==> src/rtl/temp_avg_mc.sv <==
// Multi-channel temperature smoothing filter: per-channel power-of-two boxcar
// or first-order IIR average of signed samples, seeded by each channel's first reading.
module temp_avg_mc #(
    parameter  int NUM_CH     = 2,
    parameter  int SMPL_W     = 16,
    parameter  int DEPTH_LOG2 = 4,
    parameter  int IIR_SHIFT  = 3,
    localparam int CH_W       = (NUM_CH > 1) ? $clog2(NUM_CH) : 1
) (
    input  logic              clk,
    input  logic              rst_n,
    input  logic              in_valid,
    output logic              in_ready,
    input  logic [CH_W-1:0]   in_ch,
    input  logic [SMPL_W-1:0] in_data,
    input  logic              mode,
    input  logic              clear,
    output logic              out_valid,
    output logic [CH_W-1:0]   out_ch,
    output logic [SMPL_W-1:0] out_data,
    output logic              out_full
);

    localparam int DEPTH     = 1 << DEPTH_LOG2;
    localparam int FILL_W    = DEPTH_LOG2 + 1;
    localparam int PTR_W     = DEPTH_LOG2;
    localparam int SUM_W     = SMPL_W + DEPTH_LOG2;
    localparam int ACC_W     = SMPL_W + IIR_SHIFT;
    localparam int ADDR_W    = CH_W + DEPTH_LOG2;
    localparam int RAM_DEPTH = NUM_CH * DEPTH;

    localparam logic [FILL_W-1:0]       FILL_FULL = FILL_W'(DEPTH);
    localparam logic signed [SUM_W:0]   BOX_HALF  = (SUM_W + 1)'(1 << (DEPTH_LOG2 - 1));
    localparam logic signed [ACC_W:0]   IIR_HALF  = (ACC_W + 1)'(1 << (IIR_SHIFT - 1));

    typedef enum logic [1:0] {
        S_IDLE,
        S_READ,
        S_CALC,
        S_OUT
    } state_t;

    state_t state_q, state_d;

    logic [CH_W-1:0]          ch_q;
    logic signed [SMPL_W-1:0] data_q;
    logic                     mode_q;
    logic                     accept;
    logic                     ch_ok;

    // Per-channel filter state
    logic [NUM_CH-1:0]             seeded_q, seeded_d;
    logic [NUM_CH-1:0][FILL_W-1:0] fill_q,   fill_d;
    logic [NUM_CH-1:0][PTR_W-1:0]  ptr_q,    ptr_d;
    logic [NUM_CH-1:0][SMPL_W-1:0] seed_q,   seed_d;
    logic [NUM_CH-1:0][SUM_W-1:0]  sum_q,    sum_d;
    logic [NUM_CH-1:0][ACC_W-1:0]  acc_q,    acc_d;

    logic [SMPL_W-1:0] mem_q [RAM_DEPTH];
    logic [SMPL_W-1:0] rd_data_q;
    logic [ADDR_W-1:0] ram_addr;
    logic              ram_we;

    logic [SMPL_W-1:0] res_data_q;
    logic              res_full_q;
    logic              out_valid_q;
    logic [CH_W-1:0]   out_ch_q;
    logic [SMPL_W-1:0] out_data_q;
    logic              out_full_q;

    // Datapath for the sample being processed in CALC
    logic                     seeded_cur;
    logic [FILL_W-1:0]        fill_cur, fill_new;
    logic [PTR_W-1:0]         ptr_cur;
    logic signed [SMPL_W-1:0] old_smpl;
    logic signed [SUM_W-1:0]  sum_cur, x_sum, old_sum, sum_new;
    logic signed [ACC_W-1:0]  acc_cur, x_acc, acc_new;
    logic signed [ACC_W:0]    iir_diff, iir_rnd;
    logic signed [SUM_W:0]    box_rnd;
    logic signed [SMPL_W-1:0] box_avg, iir_avg, calc_data;
    logic                     calc_full;

    if ((1 << CH_W) == NUM_CH) begin : g_ch_pow2
        assign ch_ok = 1'b1;
    end else begin : g_ch_npow2
        localparam logic [CH_W-1:0] CH_LIMIT = CH_W'(NUM_CH);
        assign ch_ok = (ch_q < CH_LIMIT);
    end

    assign in_ready = (state_q == S_IDLE);
    assign accept   = in_ready && in_valid && !clear;
    assign ram_addr = {ch_q, ptr_q[ch_q]};

    always_comb begin
        state_d = state_q;
        case (state_q)
            S_IDLE:  if (in_valid) state_d = S_READ;
            S_READ:  state_d = ch_ok ? S_CALC : S_IDLE;
            S_CALC:  state_d = S_OUT;
            S_OUT:   state_d = S_IDLE;
            default: state_d = S_IDLE;
        endcase
        if (clear) state_d = S_IDLE;
    end

    always_comb begin
        seeded_cur = seeded_q[ch_q];
        fill_cur   = fill_q[ch_q];
        ptr_cur    = ptr_q[ch_q];
        sum_cur    = sum_q[ch_q];
        acc_cur    = acc_q[ch_q];
        // Until the window holds real samples the seed stands in for the missing ones.
        old_smpl   = (fill_cur < FILL_FULL) ? seed_q[ch_q] : rd_data_q;
        x_sum      = SUM_W'(data_q);
        old_sum    = SUM_W'(old_smpl);
        x_acc      = ACC_W'(data_q) <<< IIR_SHIFT;
        iir_diff   = (ACC_W + 1)'(x_acc) - (ACC_W + 1)'(acc_cur);

        if (seeded_cur) begin
            sum_new  = sum_cur + x_sum - old_sum;
            fill_new = (fill_cur < FILL_FULL) ? fill_cur + FILL_W'(1) : fill_cur;
            acc_new  = acc_cur + ACC_W'(iir_diff >>> IIR_SHIFT);
        end else begin
            sum_new  = x_sum <<< DEPTH_LOG2;
            fill_new = FILL_W'(1);
            acc_new  = x_acc;
        end

        box_rnd   = (SUM_W + 1)'(sum_new) + BOX_HALF;
        iir_rnd   = (ACC_W + 1)'(acc_new) + IIR_HALF;
        box_avg   = SMPL_W'(box_rnd >>> DEPTH_LOG2);
        iir_avg   = SMPL_W'(iir_rnd >>> IIR_SHIFT);
        calc_data = !seeded_cur ? data_q : (mode ? iir_avg : box_avg);
        calc_full = mode || (fill_new == FILL_FULL);
    end

    // NOTE: every variable below gets its default before any branch, so no latch is inferred.
    always_comb begin
        seeded_d = seeded_q;
        fill_d   = fill_q;
        ptr_d    = ptr_q;
        seed_d   = seed_q;
        sum_d    = sum_q;
        acc_d    = acc_q;
        ram_we   = 1'b0;
        if (clear) begin
            seeded_d = '0;
            fill_d   = '0;
            ptr_d    = '0;
        end else begin
            if (state_q == S_CALC) begin
                seeded_d[ch_q] = 1'b1;
                fill_d[ch_q]   = fill_new;
                ptr_d[ch_q]    = ptr_cur + PTR_W'(1);
                sum_d[ch_q]    = sum_new;
                acc_d[ch_q]    = acc_new;
                if (!seeded_cur) seed_d[ch_q] = data_q;
                ram_we         = 1'b1;
            end
            // A mode switch forces every channel to re-seed from its next sample.
            if (mode != mode_q) seeded_d = '0;
        end
    end

    // NOTE: the history RAM is deliberately not reset; fill/seed logic never reads stale entries.
    always_ff @(posedge clk) begin
        if (ram_we) mem_q[ram_addr] <= data_q;
        if ((state_q == S_READ) && ch_ok) rd_data_q <= mem_q[ram_addr];
    end

    // NOTE: sequential state uses non-blocking assignments only, so all flops update together.
    always_ff @(posedge clk or negedge rst_n) begin
        if (!rst_n) begin
            state_q     <= S_IDLE;
            ch_q        <= '0;
            data_q      <= '0;
            mode_q      <= 1'b0;
            seeded_q    <= '0;
            fill_q      <= '0;
            ptr_q       <= '0;
            seed_q      <= '0;
            sum_q       <= '0;
            acc_q       <= '0;
            res_data_q  <= '0;
            res_full_q  <= 1'b0;
            out_valid_q <= 1'b0;
            out_ch_q    <= '0;
            out_data_q  <= '0;
            out_full_q  <= 1'b0;
        end else begin
            state_q  <= state_d;
            mode_q   <= mode;
            seeded_q <= seeded_d;
            fill_q   <= fill_d;
            ptr_q    <= ptr_d;
            seed_q   <= seed_d;
            sum_q    <= sum_d;
            acc_q    <= acc_d;
            if (accept) begin
                ch_q   <= in_ch;
                data_q <= in_data;
            end
            if (state_q == S_CALC) begin
                res_data_q <= calc_data;
                res_full_q <= calc_full;
            end
            out_valid_q <= (state_q == S_OUT) && !clear;
            if ((state_q == S_OUT) && !clear) begin
                out_ch_q   <= ch_q;
                out_data_q <= res_data_q;
                out_full_q <= res_full_q;
            end
        end
    end

    assign out_valid = out_valid_q;
    assign out_ch    = out_ch_q;
    assign out_data  = out_data_q;
    assign out_full  = out_full_q;

endmodule
==> config.mk <==
export PLATFORM = sky130hd
export DESIGN_NAME = temp_avg_mc
export DESIGN_NICKNAME = d
export VERILOG_FILES = /design/src/rtl/temp_avg_mc.sv
export SDC_FILE = /design/constraint.sdc
export NUM_CORES = 1
export LEC_CHECK = 0
export ABC_AREA = 1
export CAP_MARGIN = 0
export CELL_PAD_IN_SITES_DETAIL_PLACEMENT = 1
export CELL_PAD_IN_SITES_GLOBAL_PLACEMENT = 2
export CORE_MARGIN = 1.5
export CORE_UTILIZATION = 45
export CTS_CLUSTER_DIAMETER = 100
export DETAILED_ROUTE_END_ITERATION = 10
export PLACE_DENSITY = 0.9
export SYNTH_ARGS = -nofsm -noshare
export SYNTH_HDL_FRONTEND = slang
export SYNTH_SLANG_ARGS = --single-unit
==> constraint.sdc <==
create_clock -name clk -period 14.26 [get_ports clk]
set_clock_uncertainty 0.05 [all_clocks]
set_input_delay 2.852 -clock clk [delete_from_list [all_inputs] [get_ports clk]]
set_output_delay 2.852 -clock clk [all_outputs]
set_load 0.01 [all_outputs]
-- After elaboration in Yosys (flattened, before gate mapping)
Memory sizes are Yosys's and may differ from the RTL's. A register that Yosys moved wholly into a read port is not among the register bits.
Index checks and enable logic that the tools add are counted.
W data, S select, Z words.
- bitwise logic cells: 3
- mux-type cells: 50
- reductions and logical operators: 11
- $lt $le $gt $ge: 3
- equal/unequal tests: 6
- add/subtract/negate cells: 8
- operator list (kind ; count):
    $mux W16 ; 6
    $mux W20 ; 4
    $mux W19 ; 4
    $bwmux W40 ; 1
    $bwmux W38 ; 1
    $bwmux W32 ; 1
    $mux W5 ; 5
    $add A20 B16 Y20 ; 1
    $add A20 B5 Y20 const B ; 1
    $demux W20 S1 ; 1
    $mux W10 ; 2
    $sub A19 B19 Y20 ; 1
    $sub A20 B16 Y20 ; 1
    $add A19 B17 Y19 ; 1
    $add A19 B4 Y19 const B ; 1
    $demux W19 S1 ; 1
    $demux W16 S1 ; 1
    $mux W8 ; 2
    $mux W4 ; 3
    $bwmux W10 ; 1
    $mux W2 ; 5
    $bwmux W8 ; 1
    $pmux W2 S4 ; 1
    $mux W1 ; 7
    other kinds (23) ; 28
- memory bits (writable): 512
- memories: 1
- register bits after elaboration: 186
- memory list (name ; depth ; bits a word ; read ports ; clocked after memory_dff ; wr ports ; line ; RTL):
    mem_q ; 32 ; 16 ; 1 ; 1 ; 1 ; 59 ; logic [SMPL_W-1:0] mem_q [RAM_DEPTH];

-- Logic depth before layout (Yosys ltp)
- depth after elaboration: 9
- gate-level depth with buffers: 38

-- Worst setup path after synthesis
Ideal clock, no wire load.
- path kind: register to register
- start: register ch_q
- end: register res_data_q[15]
- data required time: 14.133 ns
- buffers on the path: 4
- slack: 9.669 ns
- library setup time: 0.077 ns
- clock period less this slack: 4.591 ns
- arrival: 4.464 ns
- stages on the path, launching flop included: 37
- path through: dfrtp_1 buf_4 buf_2 clkbuf_1 clkbuf_1 o21ai_0 ha_1 nand2_1 nand2_1 nand2_1 nand2_1 a21oi_2 o21bai_1 a21oi_2 inv_1 a21oi_1 nor2_1 nor2_1 xnor2_1 ha_1 nand2_1 inv_1 nand2_1 nand3_1 a21oi_1 nand2_1 nand2_1 nand3_1 nand3_1 nand2_1 nor2_1 nand3_1 nor2_1 nand2_1 nand2_1 nand2_1 a21oi_1
- word-level cells in the longest chain between the ends: 9
- RTL lines (item ; line ; RTL):
    start: declaration ; 45 ; logic [CH_W-1:0] ch_q;
    start signal: assignment ; 200 ; ch_q <= in_ch;
    branches (longest 8 deep; another with $add A20 B16 Y20) ; n/a ;
    $mux W16 * ; 133 ; calc_data = !seeded_cur ? data_q : (mode ? iir_avg : box_avg);
    end signal: assignment ; 204 ; res_data_q <= calc_data;
    end: declaration ; 64 ; logic [SMPL_W-1:0] res_data_q;
Every way passes the cells marked *. The select of a mux whose other input is x is not followed.
A chain may end at the register's enable or synchronous reset.

-- Worst setup path in the final report
Same ends and word-level chain as after synthesis.

==> metrics.csv <==
stage;metric;value;unit
outcome;status;complete, no violations;
clock_tree;clk root buf;clkbuf_16;
layout;diode count;0;
worst_hold_path;Hold Path Stages;2;
logic_synthesis;area of the mapped netlist;33200;µm²
clock_tree;Clock Tree Buf Depth;3;
critical_path;Worst R2R Start;ch_q$_DFFE_PN0P_;
critical_path;crit-path cells;inv_2 > buf_4 > nor2_1 > o21ai_0 > o21ai_0 > fa_1 > ha_1 > nand2_1 > nor3_1 > nand3_1 > nand4_1 > nand3_1 > nand3_1 > nand2_1 > inv_1 > nand3_1 > nor2_1 > nand2_1 > nand2_1 > nand2_1 > a21oi_1;
sta;Worst slew margin;0.221;
clock_tree;post-cts resize count;0;
layout;Syn-to-layout area delta;12.0;%
global_route;first-pass GRT wire length;162000;µm
logic_synthesis;Ys Warns;0;
sta;f_max;0.173;GHz
route;first-pass detailed-route iteration total;5;
die;width of the die;274;µm
worst_hold_path;Hold WC Path Type;flop to flop;
critical_path;CP arrival;6.31;ns
logic_synthesis;top post-synthesis cells by area;edfxtp_1 48%, dfrtp_1 14%, nand2_1 6.8%, o21ai_0 5.9%, nor2_1 5.0%;
die;Starting Density;0.454;
global_route;Global Route Usage Sum;0.287;
layout;Final Core Density;0.509;
route;total length of routed wires;107000;µm
critical_path;most used cell, CP;nand2_1;
sta;TNS Setup;0;ns
route;Vias/cell;5.89;
critical_path;Setup crit start kind;flop;
route;DRT iter0 DRCs;2715;
sta;Final Max Tran Viols;0;
layout;Fill cells;7944;
logic_synthesis;Yosys cell types;46;
clock_tree;hold buffers post-CTS;0;
logic_synthesis;Synth top area share;0.478;
route;vias post-DR;25300;
clock_tree;clock sinks;714;
die;DIE AREA;75300;µm²
clock_tree;H-tree depth;3;
die;Core Rows;99;
place;gpl congestion;0.857;
logic_synthesis;register area share after synthesis;0.619;
die;# IOs;42;
logic_synthesis;Yosys top cell by area;edfxtp_1;
critical_path;Critical-path top delay cell;dfrtp_4;
global_route;vias in the first global route;26600;
die;core outline area;73000;µm²
sta;RSZ-0062 raised after global routing;false;
sta;final setup fails;0;
sta;period utilization;0.406;
global_route;initial antenna violation count;1;
route;top routing layer used;met4;
sta;Tmin final;5.79;ns
place;HPWL Detailed;65600;µm
critical_path;r2r setup slk;8.47;ns
critical_path;CP max stage delay;0.71;ns
global_route;gr ovfl total;0;
die;die height;274;µm
worst_hold_path;HP Start;out_data[6]$_DFFE_PN0P_;
flow_run;max-cap violations;0;
place;IO Port Bufs;41;
clock_tree;CTS buffer count;78;
sta;worst-margin pin slew;1.17;ns
critical_path;worst reg2reg path depth;21;
logic_synthesis;Mapped Avg Cell Area;10.2;µm²
logic_synthesis;Synth Instances;3257;
sta;Min Hold Slack;0.433;ns
clock_tree;clk_lat worst skew;0.64;ns
route;Metal-1 WL;45600;µm
logic_synthesis;Seq cells post-synth;714;
critical_path;Crit Path Category;flop to flop;
route;Routed WL per cell;24.8;µm
clock_tree;Clock transition at path regs;0.06;ns
place;placed cells;4158;
clock_tree;setup bufs post-CTS;0;
route;DRC;0;
worst_hold_path;WHS Endpoint;out_data[6]$_DFFE_PN0P_;
route;met3 wire length;7120;µm
clock_tree;CTS tree;yes;
critical_path;Worst Setup SP;ch_q$_DFFE_PN0P_;
layout;Layout Cells excl Fill;4300;
layout;Final #Nets;3388;
critical_path;Worst Path Required;14.77;ns
critical_path;FF-to-FF End;res_data_q[15]$_DFFE_PN0P_;
critical_path;crit end category;flop;
sta;Hold Vio Cnt, Final;0;
critical_path;worst-path fanout max;55;
logic_synthesis;Mapped Nets;3366;
route;antenna-violating nets left;0;
route;routed wl met2;50300;µm
global_route;largest net degree at the start of global routing;119;
layout;share of cells above drive strength 1;0.0694;
==> through the flow <==
step	setup slack (ns)	instance area (µm²)
after floorplan	9.67	33200
after global placement	8.21	34600
after detailed placement	8.17	34600
after CTS	8.60	37100
after global routing	8.02	37100
final	8.47	37100
==> logic make-up (layout without fill, tap and decap cells) <==
logic type	after synthesis	count (layout)	share of synthesized area
simple gates	1285	1285	0.159
compound gates	714	714	0.126
flops	714	714	0.619
buf+inv	424	508	0.0497
fa+ha+maj	87	87	0.0374
xor+xnor	29	29	0.00766
mux	4	4	0.00121
==> state kept, by name (all words and copies together), names as in the netlist <==
name        cells
out_data       16
ptr_q           8
out_valid       1
state_q         2
out_ch          1
sum_q          40
ch_q            1
res_full_q      1
mem_q         512
acc_q          38
rd_data_q      16
seed_q         32
data_q         16
res_data_q     16
mode_q          1
seeded_q        2
out_full        1
fill_q         10
==> worst max-delay path by stage <==
stage | slack (ns) | end
floorplan | 9.67 | res_data_q[15]$_DFFE_PN0P_
global placement | 8.21 | res_data_q[15]$_DFFE_PN0P_
detailed placement | 8.17 | res_data_q[13]$_DFFE_PN0P_
CTS | 8.60 | res_data_q[15]$_DFFE_PN0P_
global route | 8.02 | res_data_q[13]$_DFFE_PN0P_
finish | 8.47 | res_data_q[15]$_DFFE_PN0P_
==> cell type report <==
| type | instances | area [µm²] | area share |
|---|---|---|---|
| Timing Repair Buffer | 107 | 910 | 0.0245 |
| Inverter | 259 | 981 | 0.0264 |
| Multi-Input combinational cell | 2119 | 11000 | 0.297 |
| Clock buffer | 104 | 2110 | 0.0569 |
| Sequential cell | 714 | 20500 | 0.553 |
| Tap cell | 959 | 1200 | 0.0323 |
| Clock inverter | 38 | 368 | 0.00991 |
==> cells in the mapped netlist, drive strengths merged <==
library cell,n
nand2,615
edfxtp,528
nor2,453
o21ai,398
inv,258
dfrtp,186
nand3,177
clkbuf,130
o221ai,86
a21oi,71
ha,67
a31oi,61
o22ai,47
o211ai,41
buf,35
fa,20
xor2,16
nand3b,13
xnor2,13
nand4,11
nor3,8
or2,5
mux2i,4
o21bai,4
o31ai,3
a21boi,2
and2,2
a21o,1
clkinv,1
nand2b,1
==> layer usage <==
layer / global-route usage / up-vias
li1: - / 11400
met5: 0 / -
met1: 0.393 / 12900
met2: 0.462 / 879
met3: 0.0434 / 186
met4: 0.110 / 0
==> placed cells by master (no fill, tap or decap), drive strengths merged <==
master           n
a21boi           2
a21o             1
a21oi           71
a31oi           61
and2             2
buf             66
bufinv           4
clkbuf         105
clkdlybuf4s50   40
clkinv          31
clkinvlp         4
dfrtp          186
edfxtp         528
fa              20
ha              67
inv            258
mux2i            4
nand2          615
nand2b           1
nand3          177
nand3b          13
nand4           11
nor2           453
nor3             8
o211ai          41
o21ai          398
o21bai           4
o221ai          86
o22ai           47
o31ai            3
or2              5
xnor2           13
xor2            16
==> worst max-delay path: cells and delay by family, from the launching register on <==
| family | cells | cell delay [ns] |
|---|---|---|
| AND/OR/NAND/NOR | 13 | 1.84 |
| AO/OA/AOI/OAI | 3 | 1.18 |
| adder cells (fa/ha/maj) | 2 | 1.06 |
| buffers and inverters | 3 | 0.85 |
| flip-flops | 1 | 0.71 |
Power is left out: the tool's default activity adds up to more than one toggle a clock period on the data nets, which glitch-free logic cannot reach.
